[config.mk]
export PLATFORM = sky130hd
export DESIGN_NAME = spi_slave_flat
export DESIGN_NICKNAME = d
export VERILOG_FILES = /design/src/rtl/spi_slave_if.sv /design/src/rtl/spi_slave.sv /design/src/flat_wrapper.sv
export SDC_FILE = /design/constraint.sdc
export NUM_CORES = 1
export LEC_CHECK = 0
export CAP_MARGIN = 20
export CELL_PAD_IN_SITES_DETAIL_PLACEMENT = 0
export CELL_PAD_IN_SITES_GLOBAL_PLACEMENT = 1
export CORE_ASPECT_RATIO = 0.8
export CORE_MARGIN = 10
export CORE_UTILIZATION = 44
export CTS_CLUSTER_DIAMETER = 80
export DETAILED_ROUTE_END_ITERATION = 8
export HOLD_SLACK_MARGIN = 0.15
export PLACE_DENSITY = 0.9
export SYNTH_ARGS = -nofsm -noshare
export SYNTH_HDL_FRONTEND = slang
export SYNTH_SLANG_ARGS = --single-unit
[constraint.sdc]
create_clock -name clk -period 2.14 [get_ports clk]
set_input_delay 0.214 -clock clk [delete_from_list [all_inputs] [get_ports clk]]
set_output_delay 0.214 -clock clk [all_outputs]
set_load 0.01 [all_outputs]
[src/rtl/spi_slave_if.sv]
// SPI slave bus bundle: the serial pins toward the SPI master plus the
// byte-level transmit/receive handshake toward the local host logic.
interface spi_slave_if;
  // serial side
  logic       sck;
  logic       cs;
  logic       mosi;
  logic       miso;
  // host transmit side
  logic [7:0] tx_data;
  logic       tx_valid;
  logic       tx_ready;
  // host receive side and status
  logic [7:0] rx_data;
  logic       rx_valid;
  logic       busy;
  logic       frame_err;
  logic       tx_underrun;

  // view from inside the slave block
  modport slave (
    input  sck, cs, mosi, tx_data, tx_valid,
    output miso, tx_ready, rx_data, rx_valid, busy, frame_err, tx_underrun
  );

  // view from the surrounding environment (SPI master + host)
  modport master (
    output sck, cs, mosi, tx_data, tx_valid,
    input  miso, tx_ready, rx_data, rx_valid, busy, frame_err, tx_underrun
  );
endinterface

[src/rtl/spi_slave.sv]
// SPI mode-0 slave, oversampled by the system clock.
// sck/cs/mosi are resynchronized into clk and edge-detected; a one-byte
// holding register feeds the transmit shifter at every byte boundary, and
// DEFAULT_TX is sent (with a tx_underrun pulse) when the host had nothing
// queued. Received bytes are reported with a one-cycle rx_valid pulse.
module spi_slave #(
  parameter logic [7:0] DEFAULT_TX  = 8'hFF,
  parameter int         SYNC_STAGES = 2
) (
  input  logic        clk,
  input  logic        rst,
  spi_slave_if.slave  bus
);

  typedef enum logic {IDLE, SHIFT} state_t;

  // Synchronizer output becomes meaningful once every stage plus the
  // history flop has captured a real post-reset sample.
  localparam logic [2:0] FILL_CYCLES = 3'(SYNC_STAGES + 1);

  logic [SYNC_STAGES-1:0] sck_sync_reg;
  logic [SYNC_STAGES-1:0] cs_sync_reg;
  logic [SYNC_STAGES-1:0] mosi_sync_reg;
  logic                   sck_hist_reg;
  logic                   cs_hist_reg;
  logic [2:0]             fill_cnt_reg;

  logic       sck_s;
  logic       cs_s;
  logic       mosi_s;
  logic       fill_done;
  logic       sck_rise;
  logic       sck_fall;
  logic       cs_fall;
  logic       cs_rise;

  state_t     state_reg;
  logic       busy_reg;
  logic [3:0] bit_cnt_reg;
  logic [7:0] shift_out_reg;
  logic [7:0] rx_shift_reg;
  logic [7:0] rx_data_reg;
  logic       rx_valid_reg;
  logic       frame_err_reg;
  logic       tx_underrun_reg;

  logic       hold_full_reg;
  logic [7:0] hold_data_reg;

  logic       tx_accept;
  logic       load_evt;
  logic [7:0] rx_byte_next;

  // Input synchronizers plus history flops; reset to the bus idle levels.
  always_ff @(posedge clk or posedge rst) begin
    if (rst) begin
      sck_sync_reg  <= '0;
      cs_sync_reg   <= '1;
      mosi_sync_reg <= '0;
      sck_hist_reg  <= 1'b0;
      cs_hist_reg   <= 1'b1;
      fill_cnt_reg  <= 3'd0;
    end else begin
      sck_sync_reg  <= {sck_sync_reg[SYNC_STAGES-2:0], bus.sck};
      cs_sync_reg   <= {cs_sync_reg[SYNC_STAGES-2:0], bus.cs};
      mosi_sync_reg <= {mosi_sync_reg[SYNC_STAGES-2:0], bus.mosi};
      sck_hist_reg  <= sck_sync_reg[SYNC_STAGES-1];
      cs_hist_reg   <= cs_sync_reg[SYNC_STAGES-1];
      if (fill_cnt_reg != FILL_CYCLES) begin
        fill_cnt_reg <= fill_cnt_reg + 3'd1;
      end
    end
  end

  assign sck_s     = sck_sync_reg[SYNC_STAGES-1];
  assign cs_s      = cs_sync_reg[SYNC_STAGES-1];
  assign mosi_s    = mosi_sync_reg[SYNC_STAGES-1];
  assign fill_done = (fill_cnt_reg == FILL_CYCLES);

  // Edge strobes. Until the pipeline has refilled after reset the history
  // flop still holds its reset value, so a cs held low across reset would
  // look like a falling edge; gating with fill_done makes the block wait
  // for a genuine cs falling edge instead.
  always_comb begin
    sck_rise = fill_done &  sck_s & ~sck_hist_reg;
    sck_fall = fill_done & ~sck_s &  sck_hist_reg;
    cs_fall  = fill_done & ~cs_s  &  cs_hist_reg;
    cs_rise  = fill_done &  cs_s  & ~cs_hist_reg;
  end

  // Byte-load points: frame start, and each byte boundary that is not
  // pre-empted by cs going high in the same cycle.
  always_comb begin
    load_evt = 1'b0;
    if (state_reg == IDLE) begin
      load_evt = cs_fall;
    end else if (!cs_rise && sck_fall && (bit_cnt_reg == 4'd8)) begin
      load_evt = 1'b1;
    end
  end

  assign tx_accept    = bus.tx_valid & ~hold_full_reg;
  assign rx_byte_next = {rx_shift_reg[6:0], mosi_s};

  // Holding register: a write in the same cycle as a consume wins, so the
  // new byte stays queued while the old one goes to the shifter.
  always_ff @(posedge clk or posedge rst) begin
    if (rst) begin
      hold_full_reg <= 1'b0;
      hold_data_reg <= 8'h00;
    end else if (tx_accept) begin
      hold_full_reg <= 1'b1;
      hold_data_reg <= bus.tx_data;
    end else if (load_evt) begin
      hold_full_reg <= 1'b0;
    end
  end

  // Frame FSM with shifters, counters and all registered status pulses.
  always_ff @(posedge clk or posedge rst) begin
    if (rst) begin
      state_reg       <= IDLE;
      busy_reg        <= 1'b0;
      bit_cnt_reg     <= 4'd0;
      shift_out_reg   <= 8'h00;
      rx_shift_reg    <= 8'h00;
      rx_data_reg     <= 8'h00;
      rx_valid_reg    <= 1'b0;
      frame_err_reg   <= 1'b0;
      tx_underrun_reg <= 1'b0;
    end else begin
      rx_valid_reg    <= 1'b0;
      frame_err_reg   <= 1'b0;
      tx_underrun_reg <= 1'b0;
      case (state_reg)
        IDLE: begin
          if (cs_fall) begin
            state_reg       <= SHIFT;
            busy_reg        <= 1'b1;
            bit_cnt_reg     <= 4'd0;
            shift_out_reg   <= hold_full_reg ? hold_data_reg : DEFAULT_TX;
            tx_underrun_reg <= ~hold_full_reg;
          end
        end
        SHIFT: begin
          if (cs_rise) begin
            // End of frame; a partially shifted byte is dropped and flagged.
            state_reg     <= IDLE;
            busy_reg      <= 1'b0;
            bit_cnt_reg   <= 4'd0;
            shift_out_reg <= 8'h00;
            if ((bit_cnt_reg != 4'd0) && (bit_cnt_reg != 4'd8)) begin
              frame_err_reg <= 1'b1;
            end
          end else if (sck_rise) begin
            if (bit_cnt_reg != 4'd8) begin
              rx_shift_reg <= rx_byte_next;
              bit_cnt_reg  <= bit_cnt_reg + 4'd1;
              if (bit_cnt_reg == 4'd7) begin
                rx_data_reg  <= rx_byte_next;
                rx_valid_reg <= 1'b1;
              end
            end
          end else if (sck_fall) begin
            if (bit_cnt_reg == 4'd8) begin
              bit_cnt_reg     <= 4'd0;
              shift_out_reg   <= hold_full_reg ? hold_data_reg : DEFAULT_TX;
              tx_underrun_reg <= ~hold_full_reg;
            end else if (bit_cnt_reg != 4'd0) begin
              shift_out_reg <= {shift_out_reg[6:0], 1'b0};
            end
          end
        end
        default: begin
          state_reg <= IDLE;
          busy_reg  <= 1'b0;
        end
      endcase
    end
  end

  assign bus.miso        = busy_reg & shift_out_reg[7];
  assign bus.tx_ready    = ~hold_full_reg;
  assign bus.rx_data     = rx_data_reg;
  assign bus.rx_valid    = rx_valid_reg;
  assign bus.busy        = busy_reg;
  assign bus.frame_err   = frame_err_reg;
  assign bus.tx_underrun = tx_underrun_reg;

endmodule

[src/flat_wrapper.sv]
// flat-port wrapper written by rule: the top's interface ports become plain ports
module spi_slave_flat 
#(
  parameter logic [7:0] DEFAULT_TX  = 8'hFF,
  parameter int         SYNC_STAGES = 2
)
  (clk, rst, bus_sck, bus_cs, bus_mosi, bus_tx_data, bus_tx_valid, bus_miso, bus_tx_ready, bus_rx_data, bus_rx_valid, bus_busy, bus_frame_err, bus_tx_underrun);
  spi_slave_if bus_i ();
  input  logic clk;
  input  logic rst;
  input wire logic [$bits(bus_i.sck)-1:0] bus_sck;
  input wire logic [$bits(bus_i.cs)-1:0] bus_cs;
  input wire logic [$bits(bus_i.mosi)-1:0] bus_mosi;
  input wire logic [$bits(bus_i.tx_data)-1:0] bus_tx_data;
  input wire logic [$bits(bus_i.tx_valid)-1:0] bus_tx_valid;
  output wire logic [$bits(bus_i.miso)-1:0] bus_miso;
  output wire logic [$bits(bus_i.tx_ready)-1:0] bus_tx_ready;
  output wire logic [$bits(bus_i.rx_data)-1:0] bus_rx_data;
  output wire logic [$bits(bus_i.rx_valid)-1:0] bus_rx_valid;
  output wire logic [$bits(bus_i.busy)-1:0] bus_busy;
  output wire logic [$bits(bus_i.frame_err)-1:0] bus_frame_err;
  output wire logic [$bits(bus_i.tx_underrun)-1:0] bus_tx_underrun;
  assign bus_i.sck = bus_sck;
  assign bus_i.cs = bus_cs;
  assign bus_i.mosi = bus_mosi;
  assign bus_i.tx_data = bus_tx_data;
  assign bus_i.tx_valid = bus_tx_valid;
  assign bus_miso = bus_i.miso;
  assign bus_tx_ready = bus_i.tx_ready;
  assign bus_rx_data = bus_i.rx_data;
  assign bus_rx_valid = bus_i.rx_valid;
  assign bus_busy = bus_i.busy;
  assign bus_frame_err = bus_i.frame_err;
  assign bus_tx_underrun = bus_i.tx_underrun;
  spi_slave #(.DEFAULT_TX(DEFAULT_TX), .SYNC_STAGES(SYNC_STAGES)) u_core (.clk(clk), .rst(rst), .bus(bus_i));
endmodule
==> run summary, run 1 <==
Status - completed
Critical-path cell list - ha_1 -> ha_1 -> and4b_1 -> a31oi_1 -> nand2_1 -> mux2_2
Row cnt - 23
Critical Path RT - 2340 ps
Max_cap viols - 0
Die W - 99.7 µm
Total Power - 2.55 mW
Pin count of the biggest net entering global routing - 31
Fin crit period - 1940 ps
Clock transition at path regs - 90 ps
Post-synth net total - 195
I/O Buffers - 27
Synth top cells by count - dfrtp_1, mux2_2, nor2_1, o21ai_0
Worst VDD drop - 0.534 mV
Number of enable flip-flop cells after synthesis - 0
Max-Slew Margin vs Limit - 65.5%
H-tree depth - 2
Reg-to-Reg Start - u_core.fill_cnt_reg[0]
Async SR Flop Fraction - 100%
Vias in the first global route - 1485
Max stage delay on crit path - 400 ps
Total die area - 0.00835 mm²
Antenna violations before repair - 0
Period utilization - 90.5%
CTS tree - built
Final Hold Vio Count - 0
P&R area growth vs syn - 20.3%
Most used cell, CP - ha_1
Worst reg-to-reg path cell count - 6
Post-cts sizing count - 0
Yosys top cell by area - dfrtp_1
Total track usage - 10.4%
DR vias - 1434
Post-synth top area share - 54.9%
Fmax - 0.516 GHz
Most used flip-flop cell after synthesis - dfrtp_1
Least-Margin Pin Slew - 517 ps
Register area share after synthesis - 58.4%
Die Y - 83.7 µm
Clk_skew - 7.02 ps
Mapped Area - 0.00223 mm²
Met2 Track Usage GR - 15.5%
Worst path slowest cell - dfrtp_1
RD Place Congestion - 0.715
Starting Density - 45.1%
Cell with the most instances after synthesis - dfrtp_1
Arr. time, crit path - 2140 ps
Nets - 228
Synth cell types - 38
YS warnings - 0
Grt peak-use layer - met2
First-pass GRT wire length - 7130 µm
Setup TNS - 0 ps
Core Region - 0.00495 mm²
Worst setup SP type - flop
Routed WL - 3970 µm
Cells after Synth - 177
Starting DRC count in detailed routing - 104
Post-CTS Setup Repair Bufs - 0
WL/cell - 14.5 µm
GR Util met1 - 12.8%
Diode count - 0
Layout fillers - 446
Synth area leaders - dfrtp_1, mux2_2, dfstp_2
Worst-path fanout max - 9
Yosys reg bits - 52
Post-Syn Area per Cell - 12.6 µm²
Worst Setup End Kind - flop
Final Setup Violations - 0
Overflow left after global routing - 0
Clock sink total - 52
Total I/O pin count - 28
Leak - 1.19 nW
GR Layer Usage met3 - 4.06%
Hold_buf cts - 0
Min-delay worst type - input port to asynchronous set/reset pin
Layout cells sized above 1 - 24.2%
Critical path type - flop to flop
CTS Buf Count - 5
Crit. Startpoint - u_core.fill_cnt_reg[0]
Slew Limit Fails - 0
RSZ-0062 raised after global routing - no
Via density - 5.25
CTS Root Buffer Type - clkbuf_8
DR DRC count - 0
HPWL Detailed - 2880 µm
Clock Latency Late Sink - 310 ps
Clock tree buffer depth - 2
Remaining antenna violation count - 0
PD cells - 950 mW/mm²
DR pass1 iterations - 4
-- final cells by class --
| cell class | instances | area [µm²] | share of cell area [%] |
|---|---|---|---|
| Sequential cell | 52 | 1310 | 48.5 |
| Clock inverter | 3 | 18.8 | 0.698 |
| Timing Repair Buffer | 32 | 320 | 11.9 |
| Clock buffer | 5 | 68.8 | 2.56 |
| Multi-Input combinational cell | 109 | 861 | 32.0 |
| Inverter | 10 | 37.5 | 1.40 |
| Tap cell | 62 | 77.6 | 2.89 |
-- placed cells by master (no fill, tap or decap), drive strengths merged, types with 2 or more instances in the layout --
cell type / n
a21oi: 4
a31oi: 2
buf: 5
clkbuf: 5
clkdlybuf4s50: 27
clkinv: 4
dfrtp: 49
dfstp: 3
ha: 4
inv: 9
mux2: 31
nand2: 7
nand2b: 2
nand3: 3
nand3b: 2
nand4: 10
nor2: 10
nor2b: 5
o21ai: 10
o22ai: 2
xnor2: 2
-- metal layers --
layer	part of all wire, %	up-vias
li1	-	700
met1	47	693
met2	45	33
met3	6.0	8
met4	2.0	0
met5	0	-
-- where the power goes --
part / total [mW] / internal (mW) / switching [mW]
combinational: 0.612 / 0.346 / 0.266
sequential: 1.39 / 1.23 / 0.162
clock: 0.550 / 0.228 / 0.322
total: 2.55 / 1.80 / 0.750
-- worst max-delay path: cells and delay by family (launching register included) --
family | cells | cell delay (ps)
muxes | 1 | 350
DFF | 1 | 400
adders and majority gates | 2 | 470
AOI/OAI and AO/OA | 1 | 140
and+or+nand+nor | 2 | 470
-- through the flow --
| step | setup slack (ps) | hold slack [ps] | util, % | instance area (µm²) | instances |
|---|---|---|---|---|---|
| floorplan | 407 | 218 | - | 2230 | 177 |
| global placement | 272 | 335 | 52.6 | 2600 | 265 |
| detailed placement | 210 | 342 | 52.6 | 2600 | 265 |
| CTS | 199 | 249 | 54.3 | 2690 | 273 |
| global route | 81.9 | 264 | 54.3 | 2690 | 273 |
| finish | 203 | 243 | 54.3 | 2690 | 273 |
-- final timing paths --
path	end	slack [ps]
worst max-delay path	u_core.shift_out_reg[1]	200
worst min-delay path	u_core.hold_data_reg[5]	240
worst max register to register	u_core.shift_out_reg[1]	200
worst min register to register	u_core.mosi_sync_reg[1]	360
max in group asynchronous	u_core.bus.rx_valid	1380
min in group clk	u_core.cs_sync_reg[0]	300
-- cells by family (layout without fill, tap and decap cells) --
group	count (synthesis)	in the layout	synth area share (%)
AND/OR/NAND/NOR	46	46	12.3
buffers and inverters	16	50	3.08
adder cells (fa/ha/maj)	4	4	2.24
flip-flops	52	52	58.4
XOR/XNOR	2	2	0.784
multiplexers	32	32	16.1
AO/OA/AOI/OAI	25	25	7.17
(Power assumes the default switching activity.)
==> run 2, diff against run 1 <==
- CORE_MARGIN: 10 -> 5
==> run summary, run 2 (same netlist as run 1, synthesis figures left out) <==
Row cnt - 23
Routed WL - 3990 µm
RD Place Congestion - 0.759
First-pass GRT wire length - 6780 µm
Worst reg-to-reg path cell count - 6
DR vias - 1450
Final Util - 54.0%
DR pass1 iterations - 4
I/O Buffers - 27
Clk_skew - 8.87 ps
Worst hold slack - 246 ps
Pin count of the biggest net entering global routing - 32
Max stage delay on crit path - 410 ps
Leading cell type in the layout, fill and taps excluded - dfrtp_1
Slew Limit Fails - 0
Clock Latency Late Sink - 300 ps
R2R Setup Slk - 220 ps
Setup TNS - 0 ps
Fin crit period - 1920 ps
Post-CTS Setup Repair Bufs - 0
Period utilization - 89.7%
Core Region - 0.00498 mm²
Total track usage - 13.6%
Placed inst area - 0.00261 mm²
Max_cap viols - 0
Min-delay worst type - input port to asynchronous set/reset pin
Layout fillers - 419
Leak - 1.19 nW
CTS tree - built
Remaining antenna violation count - 0
DR DRC count - 0
Worst Setup End Kind - flop
Starting DRC count in detailed routing - 69
Final Setup Violations - 0
CTS Buf Count - 5
Multi-input gate area - 861 µm²
Vias in the first global route - 1437
Starting Density - 44.9%
Critical path type - flop to flop
Via density - 5.29
Final Hold Vio Count - 0
P&R area growth vs syn - 20.4%
Die W - 89.7 µm
Most used cell, CP - ha_1
Clock sink total - 52
Antenna violations before repair - 0
H-tree depth - 2
Layout cells sized above 1 - 23.6%
Final Instance Area - 0.00269 mm²
Clock transition at path regs - 90 ps
Diode count - 0
Fmax - 0.521 GHz
Clock tree buffer depth - 2
Post-cts sizing count - 0
PD cells - 943 mW/mm²
Max-Slew Margin vs Limit - 67.3%
Register Area - 0.00131 mm²
Critical-path cell list - ha_1 -> ha_1 -> and4b_1 -> a31oi_1 -> nand2_1 -> mux2_2
Overflow left after global routing - 0
CTS Root Buffer Type - clkbuf_8
Worst VDD drop - 0.519 mV
Commonest cells after routing, fill and taps aside - dfrtp_1, mux2_2, clkdlybuf4s50_1, o21ai_0, nor2_1
Hold_buf cts - 0
Die Y - 73.7 µm
Total I/O pin count - 28
Worst setup SP type - flop
Worst-path fanout max - 8
RSZ-0062 raised after global routing - no
HPWL Detailed - 2850 µm
Total die area - 0.00661 mm²
Total Power - 2.54 mW
Status - completed
Arr. time, crit path - 2110 ps
Least-Margin Pin Slew - 490 ps
Critical Path RT - 2330 ps
Nets - 229
Worst path slowest cell - dfrtp_1
WL/cell - 14.6 µm
run 2: changes by cell type in the layout (fill, tap and decap cells not counted):
cell      change
clkbuf_1      +2
buf_4         +1
clkinv_2      -1
clkinv_4      -1
run 2: power by group:
| part | leakage, nW | switching, mW | internal, mW | total [mW] |
|---|---|---|---|---|
| logic | 0.502 | 0.266 | 0.347 | 0.613 |
| registers | 0.642 | 0.166 | 1.23 | 1.40 |
| clock network | 0.0422 | 0.299 | 0.230 | 0.529 |
| total | 1.19 | 0.731 | 1.81 | 2.54 |
run 2: routing by layer:
layer	routed length, µm	track usage (%)	vias up
li1	-	-	693
met1	1890	18.5	714
met2	1810	20.0	36
met3	221	4.04	7
met4	72	5.95	0
met5	0	0	-
run 2: worst paths after layout:
path	from	endpoint
setup / recovery	u_core.fill_cnt_reg[0]	u_core.shift_out_reg[3]
hold / removal	rst	u_core.shift_out_reg[6]
setup reg to reg	u_core.fill_cnt_reg[0]	u_core.shift_out_reg[3]
hold reg to reg	u_core.mosi_sync_reg[0]	u_core.mosi_sync_reg[1]
max in group asynchronous	rst	u_core.sck_sync_reg[1]
min in group clk	bus_cs	u_core.cs_sync_reg[0]
run 2: critical path: cells and delay by family (launching register included):
kind | cells | cell delay [ps]
compound gates | 1 | 150
mux | 1 | 350
flops | 1 | 410
simple gates | 2 | 450
fa+ha+maj | 2 | 450
run 2: area by class of cell:
type	instances	area share [%]
Timing Repair Buffer	33	12.2
Inverter	10	1.40
Clock buffer	7	2.84
Clock inverter	1	0.186
Multi-Input combinational cell	109	32.0
Sequential cell	52	48.5
Tap cell	62	2.88
run 2: stage by stage:
| stage | instances | setup WS, ps |
|---|---|---|
| global placement | 266 | 290 |
| floorplan | 177 | 407 |
| finish | 274 | 221 |
| global route | 274 | 125 |
| CTS | 274 | 214 |
| detailed placement | 266 | 225 |
==> run 3, diff against run 2 <==
- REMOVE_ABC_BUFFERS: not set -> 1
==> run summary, run 3 (same netlist as run 1, synthesis figures left out) <==
PD cells - 948 mW/mm²
Worst Setup End Kind - flop
Min-delay worst type - input port to asynchronous set/reset pin
P&R area growth vs syn - 20.9%
Final Setup Violations - 0
Routed WL - 3790 µm
Max_cap viols - 0
Post-cts sizing count - 0
Gate power share - 23.5%
Leading cell type in the layout, fill and taps excluded - dfrtp_1
Fin crit period - 1920 ps
Total die area - 0.00661 mm²
Remaining antenna violation count - 0
Total net switching power - 0.724 mW
Die W - 89.7 µm
Internal power - 1.84 mW
WL/cell - 13.8 µm
CTS tree - built
RD Place Congestion - 0.788
Critical path type - flop to flop
Clock Latency Late Sink - 300 ps
RSZ-0062 raised after global routing - no
R2R Setup Slk - 220 ps
Multi-input gate area - 861 µm²
CTS Root Buffer Type - clkbuf_8
Worst VDD drop - 0.587 mV
Core Region - 0.00498 mm²
Arr. time, crit path - 2110 ps
Most used cell, CP - ha_1
Worst path slowest cell - dfrtp_1
Commonest cells after routing, fill and taps aside - dfrtp_1, mux2_2, clkdlybuf4s50_1, o21ai_0, nor2_1
Total I/O pin count - 28
Register Area - 0.00131 mm²
Critical Path RT - 2340 ps
Worst setup SP type - flop
Flop pwr share - 54.3%
Starting Density - 44.9%
Hold_buf cts - 0
Clock tree buffer depth - 2
Leak - 1.19 nW
Max-Slew Margin vs Limit - 65.7%
DR vias - 1466
Critical-path cell list - ha_1 -> ha_1 -> and4b_1 -> a31oi_1 -> nand2_1 -> mux2_2
Total Power - 2.56 mW
Final Hold Vio Count - 0
HPWL Detailed - 2740 µm
Layout fillers - 449
Clk network pwr share - 22.2%
Nets - 229
CTS Buf Count - 5
Max stage delay on crit path - 410 ps
Clk_skew - 8.07 ps
Die Y - 73.7 µm
DR DRC count - 0
Antenna violations before repair - 0
Via density - 5.35
Pin count of the biggest net entering global routing - 53
Clock transition at path regs - 90 ps
Row cnt - 23
Clock sink total - 52
Diode count - 0
Setup TNS - 0 ps
Period utilization - 89.5%
Crit path max-delay family - adder cells
First-pass GRT wire length - 6760 µm
Fmax - 0.522 GHz
Final Util - 54.3%
Least-Margin Pin Slew - 514 ps
I/O Buffers - 27
Crit path buffers/inverters - 0
Starting DRC count in detailed routing - 62
Worst-path fanout max - 8
Overflow left after global routing - 0
Switching share of power - 28.2%
Status - completed
H-tree depth - 2
Slew Limit Fails - 0
DR pass1 iterations - 4
Vias in the first global route - 1484
Post-CTS Setup Repair Bufs - 0
Layout cells sized above 1 - 24.1%
Total track usage - 13.3%
==> run 3: changes by cell type in the layout (fill, tap and decap cells not counted), sizes merged <==
cell / delta
clkinv: -1
clkinvlp: +1
==> run 3: per-stage QoR <==
| stage | setup slack [ps] | hold WS [ps] | instance area (µm²) | instances |
|---|---|---|---|---|
| 3_3_place_gp | 286 | 333 | 2610 | 266 |
| 2_1_floorplan | 175 | 218 | 2200 | 171 |
| 6_report | 225 | 251 | 2700 | 274 |
| 4_1_cts | 193 | 269 | 2700 | 274 |
| 5_1_grt | 124 | 288 | 2700 | 274 |
| 3_5_place_dp | 192 | 339 | 2610 | 266 |
==> run 3: worst min-delay path, delay by kind of cell <==
kind | cells | cell delay (ps)
buf+inv | 3 | 730
==> run 3: path summary, 6_finish.rpt <==
kind | from | to | depth (start not counted)
setup / recovery | u_core.fill_cnt_reg[0] | u_core.shift_out_reg[0] | 6
hold / removal | rst | u_core.hold_data_reg[4] | 3
setup reg to reg | u_core.fill_cnt_reg[0] | u_core.shift_out_reg[0] | 6
hold reg to reg | u_core.mosi_sync_reg[0] | u_core.mosi_sync_reg[1] | 0
max in group asynchronous | rst | u_core.cs_hist_reg | 3
min in group clk | bus_cs | u_core.cs_sync_reg[0] | 1
==> run 3: routing by layer <==
layer  GRT usage (%)  part of all wire [%]
met1            17.6                    47
met2            20.5                    47
met3            4.26                   4.4
met4            4.96                   1.3
met5               0                     0
==> run 3: final cells by class <==
class	count	share of cell area, %
well taps	62	2.87
repair buffers	33	12.1
clock buffers	7	3.19
multi-input cells	109	31.9
inverters	10	1.39
flip-flops and latches	52	48.3
clock inverters	1	0.278
==> run 3: power groups by stage <==
stage | combinational (mW) | sequential [mW] | clock [mW]
6_report | 0.602 | 1.39 | 0.569
5_1_grt | 0.683 | 1.42 | 0.628
4_1_cts | 0.616 | 1.39 | 0.593
3_5_place_dp | 0.613 | 1.41 | 0
3_3_place_gp | 0.592 | 1.40 | 0
2_1_floorplan | 0.443 | 1.36 | 0
